`src/rtl/multiplier3x2_accumulator_pkg.sv`:
```
// Shared types and constants for the multiply-accumulate stage.
package multiplier3x2_accumulator_pkg;

  typedef enum logic {
    MULTIPLIER3X2_ACC_ST_ACCUM = 1'b0,
    MULTIPLIER3X2_ACC_ST_DONE  = 1'b1
  } acc_state_e;

  localparam int MULTIPLIER3X2_PRODUCT_W = 5;

endpackage

```
`src/rtl/multiplier3x2.sv`:
```
// Gate-level 3x2 unsigned array multiplier: p = a * b (0..21).
module multiplier3x2 (
  input  logic [2:0] a,
  input  logic [1:0] b,
  output logic [4:0] p
);

  logic pp0_0_s, pp0_1_s, pp0_2_s;
  logic pp1_0_s, pp1_1_s, pp1_2_s;
  logic c1_s, c2_s;

  assign pp0_0_s = a[0] & b[0];
  assign pp0_1_s = a[1] & b[0];
  assign pp0_2_s = a[2] & b[0];
  assign pp1_0_s = a[0] & b[1];
  assign pp1_1_s = a[1] & b[1];
  assign pp1_2_s = a[2] & b[1];

  // Column 1 is a half adder, column 2 a full adder, column 3 a half adder.
  assign p[0] = pp0_0_s;
  assign p[1] = pp0_1_s ^ pp1_0_s;
  assign c1_s = pp0_1_s & pp1_0_s;
  assign p[2] = pp0_2_s ^ pp1_1_s ^ c1_s;
  assign c2_s = (pp0_2_s & pp1_1_s) | (pp0_2_s & c1_s) | (pp1_1_s & c1_s);
  assign p[3] = pp1_2_s ^ c2_s;
  assign p[4] = pp1_2_s & c2_s;

endmodule

```
`src/rtl/multiplier3x2_accumulator.sv`:
```
// Batch multiply-accumulate over a valid/ready stream; result held until taken.
// Define MULTIPLIER3X2_ACC_SATURATE_EN to clamp the accumulator on overflow instead of wrapping.
module multiplier3x2_accumulator
  import multiplier3x2_accumulator_pkg::*;
#(
  parameter int ACC_WIDTH   = 8,
  parameter int COUNT_WIDTH = 4
) (
  input  logic                   clock,
  input  logic                   reset_n,
  input  logic                   in_valid,
  output logic                   in_ready,
  input  logic                   in_last,
  input  logic [2:0]             multiplicand,
  input  logic [1:0]             multiplier,
  output logic                   out_valid,
  input  logic                   out_ready,
  output logic [ACC_WIDTH-1:0]   sum,
  output logic [COUNT_WIDTH-1:0] count,
  output logic                   overflow
);

  acc_state_e                      state_q, state_d;
  logic [ACC_WIDTH-1:0]            acc_q, acc_d;
  logic [COUNT_WIDTH-1:0]          cnt_q, cnt_d;
  logic                            ovf_q, ovf_d;
  logic [ACC_WIDTH-1:0]            sum_q, sum_d;
  logic [COUNT_WIDTH-1:0]          count_q, count_d;
  logic                            overflow_q, overflow_d;

  logic [MULTIPLIER3X2_PRODUCT_W-1:0] product_s;
  logic [ACC_WIDTH:0]                 add_s;
  logic                               carry_s;
  logic [ACC_WIDTH-1:0]               acc_next_s;
  logic [COUNT_WIDTH-1:0]             cnt_inc_s;

  multiplier3x2 u_mult (
    .a (multiplicand),
    .b (multiplier),
    .p (product_s)
  );

  assign add_s   = {1'b0, acc_q}
                 + {{(ACC_WIDTH + 1 - MULTIPLIER3X2_PRODUCT_W){1'b0}}, product_s};
  assign carry_s = add_s[ACC_WIDTH];

  // Overflow policy: clamp at all-ones (sticky, since further adds overflow again) or wrap.
  always_comb begin
    acc_next_s = add_s[ACC_WIDTH-1:0];
`ifdef MULTIPLIER3X2_ACC_SATURATE_EN
    if (carry_s) begin
      acc_next_s = {ACC_WIDTH{1'b1}};
    end else begin
      acc_next_s = add_s[ACC_WIDTH-1:0];
    end
`endif
  end

  assign cnt_inc_s = (cnt_q == {COUNT_WIDTH{1'b1}}) ? cnt_q
                                                     : cnt_q + {{(COUNT_WIDTH-1){1'b0}}, 1'b1};

  // Next-state, working accumulator and result-register updates.
  always_comb begin
    state_d    = state_q;
    acc_d      = acc_q;
    cnt_d      = cnt_q;
    ovf_d      = ovf_q;
    sum_d      = sum_q;
    count_d    = count_q;
    overflow_d = overflow_q;
    case (state_q)
      MULTIPLIER3X2_ACC_ST_ACCUM: begin
        if (in_valid) begin
          if (in_last) begin
            sum_d      = acc_next_s;
            count_d    = cnt_inc_s;
            overflow_d = ovf_q | carry_s;
            acc_d      = {ACC_WIDTH{1'b0}};
            cnt_d      = {COUNT_WIDTH{1'b0}};
            ovf_d      = 1'b0;
            state_d    = MULTIPLIER3X2_ACC_ST_DONE;
          end else begin
            acc_d = acc_next_s;
            cnt_d = cnt_inc_s;
            ovf_d = ovf_q | carry_s;
          end
        end else begin
          state_d = MULTIPLIER3X2_ACC_ST_ACCUM;
        end
      end
      MULTIPLIER3X2_ACC_ST_DONE: begin
        if (out_ready) begin
          state_d = MULTIPLIER3X2_ACC_ST_ACCUM;
        end else begin
          state_d = MULTIPLIER3X2_ACC_ST_DONE;
        end
      end
      default: begin
        state_d = MULTIPLIER3X2_ACC_ST_ACCUM;
      end
    endcase
  end

  // State and datapath registers with synchronous active-low reset.
  always_ff @(posedge clock) begin
    if (!reset_n) begin
      state_q    <= MULTIPLIER3X2_ACC_ST_ACCUM;
      acc_q      <= {ACC_WIDTH{1'b0}};
      cnt_q      <= {COUNT_WIDTH{1'b0}};
      ovf_q      <= 1'b0;
      sum_q      <= {ACC_WIDTH{1'b0}};
      count_q    <= {COUNT_WIDTH{1'b0}};
      overflow_q <= 1'b0;
    end else begin
      state_q    <= state_d;
      acc_q      <= acc_d;
      cnt_q      <= cnt_d;
      ovf_q      <= ovf_d;
      sum_q      <= sum_d;
      count_q    <= count_d;
      overflow_q <= overflow_d;
    end
  end

  assign in_ready  = (state_q == MULTIPLIER3X2_ACC_ST_ACCUM);
  assign out_valid = (state_q == MULTIPLIER3X2_ACC_ST_DONE);
  assign sum       = sum_q;
  assign count     = count_q;
  assign overflow  = overflow_q;

endmodule

```
`config.mk`:
```
export PLATFORM = sky130hd
export DESIGN_NAME = multiplier3x2_accumulator
export DESIGN_NICKNAME = d
export VERILOG_FILES = /design/src/rtl/multiplier3x2_accumulator_pkg.sv /design/src/rtl/multiplier3x2.sv /design/src/rtl/multiplier3x2_accumulator.sv
export SDC_FILE = /design/constraint.sdc
export NUM_CORES = 1
export LEC_CHECK = 0
export CORE_MARGIN = 3
export CORE_UTILIZATION = 46
export DETAILED_ROUTE_END_ITERATION = 10
export PLACE_DENSITY_LB_ADDON = 0.1
export SLEW_MARGIN = 20
export SYNTH_ARGS = -nofsm -noshare
export SYNTH_HDL_FRONTEND = slang
export SYNTH_SLANG_ARGS = --single-unit
export TNS_END_PERCENT = 100
```
`constraint.sdc`:
```
create_clock -name clock -period 2.66 [get_ports clock]
set_input_delay 0.399 -clock clock [delete_from_list [all_inputs] [get_ports clock]]
set_output_delay 0.399 -clock clock [all_outputs]
set_load 0.01 [all_outputs]
```
==> results.cfg <==
[drt]
post_drt_via_cell_ratio = 5.56
postRouteAntennaNets = 0
drc_errors = 0
wl_per_cell_um = 14.5
first_pass_iters = 4
finalWirelength_um = 3110
drt_iter0_drc = 37
vias = 1190

[floorplanning]
core.rowCount = 19
pin_count = 25
start_util = 0.495
die_h_um = 60.9
coreArea_um2 = 2810
die-area_um2 = 3710
die_x_um = 60.9

[timing]
slew_viol_final = 0
fin_skew_ps = 17.8
setup_viol = 0
slew_headroom = 0.706
setup_tns_ps = 0
tightest_slew_ps = 440
final_hold_viol_count = 0
fin_crit_ps = 2580
fin_crit_sh = 0.969
rsz0062_at_grt = false
fmax_mhz = 388

[synthesis]
yosysSeqAreaShare = 0.389
synth_top_area_frac = 0.389
synth.distinct_cells = 38
synth_area_um2 = 1390
syn_avg_cell_area_um2 = 9.26
netlist_top_cells_area = dfxtp_1, ha_1, o21ai_0
ys_ff_latch = 27
yosysTopAreaCell = dfxtp_1
ys_warn_count = 0
syn_nets = 170
syn_inst = 150

[clock_network]
clk_root_buffer_cell = clkbuf_4
clock_latency_ps = 330
cts.sinks = 27
path_clk_slew_ps = 160
numCtsBuffers = 3
clockBufferDepth = 2
h-tree-depth = 1
cts_tree = done

[finish]
drive_gt1_frac = 0.164
layout_commonest_cell = dfxtp_1
area_growth_syn_to_layout_pct = 31.9
final_cell_mix = dfxtp_1, clkdlybuf4s50_1, nand2_1
finalInstanceArea_um2 = 1830
diodes = 0
nNetsFinal = 204
fillers = 236

[setup_path]
start_kind = input port
path_class = input port to register
worst_ep_required_time_ps = 2940
critPathMaxFanout = 4
arrival_ps = 2860
worstSetupEndpointType = register

[outcome]
outcome = complete, no violations

[global_routing]
grt_max_degree = 17
grt_overflow = 0
antenna_found_initial = 0
grt_usage = 0.180
grt_pass1_wl_um = 4990
grt_pass1_vias = 1067

[placement]
placed_area_um2 = 1720
routabilityCongestion = 0.841
portBuffers = 24
hpwl_um = 2340

[power_and_ir_drop]
leakage_nw = 0.759
report.power.total_mw = 0.758
irDropWorstVdd_mv = 0.348
power_density_nw_per_um2 = 414

[run]
maxCapViolCount = 0

[hold_path]
min_path_type = register to register
[stage by stage]
step	hold WS, ps	cells	setup slack, ps	util
detailed placement	441	209	-457	0.612
floorplan	445	150	71.0	-
finish	467	214	83.0	0.653
global placement	435	209	-393	0.612
CTS	473	213	30.8	0.632
global route	503	214	30.6	0.653
[registers in the layout, summed over array words and instances (netlist names)]
name,cells
acc_q,8
cnt_q,4
count,4
out_valid,1
overflow,1
ovf_q,1
sum,8
[synth_stat cells, drive strengths merged]
| library cell | number |
|---|---|
| buf | 4 |
| a32oi | 1 |
| o21ai | 15 |
| and4b | 1 |
| inv | 3 |
| nand3 | 6 |
| o211a | 1 |
| or4 | 1 |
| xnor2 | 5 |
| a211oi | 1 |
| clkbuf | 2 |
| mux2i | 2 |
| fa | 2 |
| nand2b | 1 |
| a21o | 3 |
| nand3b | 3 |
| nor3b | 1 |
| a22o | 6 |
| nand2 | 15 |
| nor2 | 3 |
| ha | 8 |
| a22oi | 3 |
| o21bai | 2 |
| xor2 | 2 |
| dfxtp | 27 |
| a221o | 1 |
| a21boi | 6 |
| and3 | 4 |
| a21oi | 6 |
| nor2b | 6 |
| and2 | 7 |
| a31o | 1 |
| a31oi | 1 |
[final timing paths]
path | start | endpoint | slack [ps] | cells past startpoint
worst max-delay path | multiplicand[2] | acc_q[7] | 80 | 10
worst min-delay path | sum[5] | sum[5] | 470 | 2
worst max register to register | acc_q[0] | acc_q[6] | 770 | 7
worst min register to register | sum[5] | sum[5] | 470 | 2
[repair_timing]
action                                  CTS  global route
gates cloned                              0             0
endpoints found under the setup margin    4             8
buffers inserted                          0             1
resized for setup                         3            11
pin swaps                                 0             6
hold buffers                              0             0
[cell type report]
class,instances,area (µm²),share of cell area
multi-input cells,114,878,0.480
flip-flops and latches,27,541,0.295
repair buffers,35,333,0.182
well taps,31,38.8,0.0212
clock buffers,3,22.5,0.0123
inverters,3,11.3,0.00615
clock inverters,1,7.51,0.00410
[metal layers]
layer / track usage / wire [µm]
met1: 0.225 / 1400
met2: 0.318 / 1570
met3: 0.0468 / 119
met4: 0.0279 / 18
met5: 0 / 0
[report_power, final]
group          switching (mW)  internal, mW  total, mW
clock network           0.125        0.0575      0.182
logic                  0.0717        0.0797      0.151
registers             0.00878         0.415      0.424
total                   0.205         0.552      0.758
[worst max-delay path, stage by stage]
cell and delay, ps:
clkdlybuf4s50_1 430, and2_1 200, fa_2 410, ha_4 260, ha_4 280, o21ai_2 60, o21ai_2 160, nand2_1 90
or4_4 420, a21boi_2 150
[kinds of logic (layout without fill, tap and decap cells)]
family	after synthesis	in the layout	share of synthesized area
AND/OR/NAND/NOR	48	48	0.187
buffers and inverters	9	42	0.0279
multiplexers	2	2	0.0144
flip-flops	27	27	0.389
adder cells (fa/ha/maj)	10	10	0.101
XOR/XNOR	7	7	0.0441
AO/OA/AOI/OAI	47	47	0.236
Note: power is estimated with default switching activity, not from simulation.
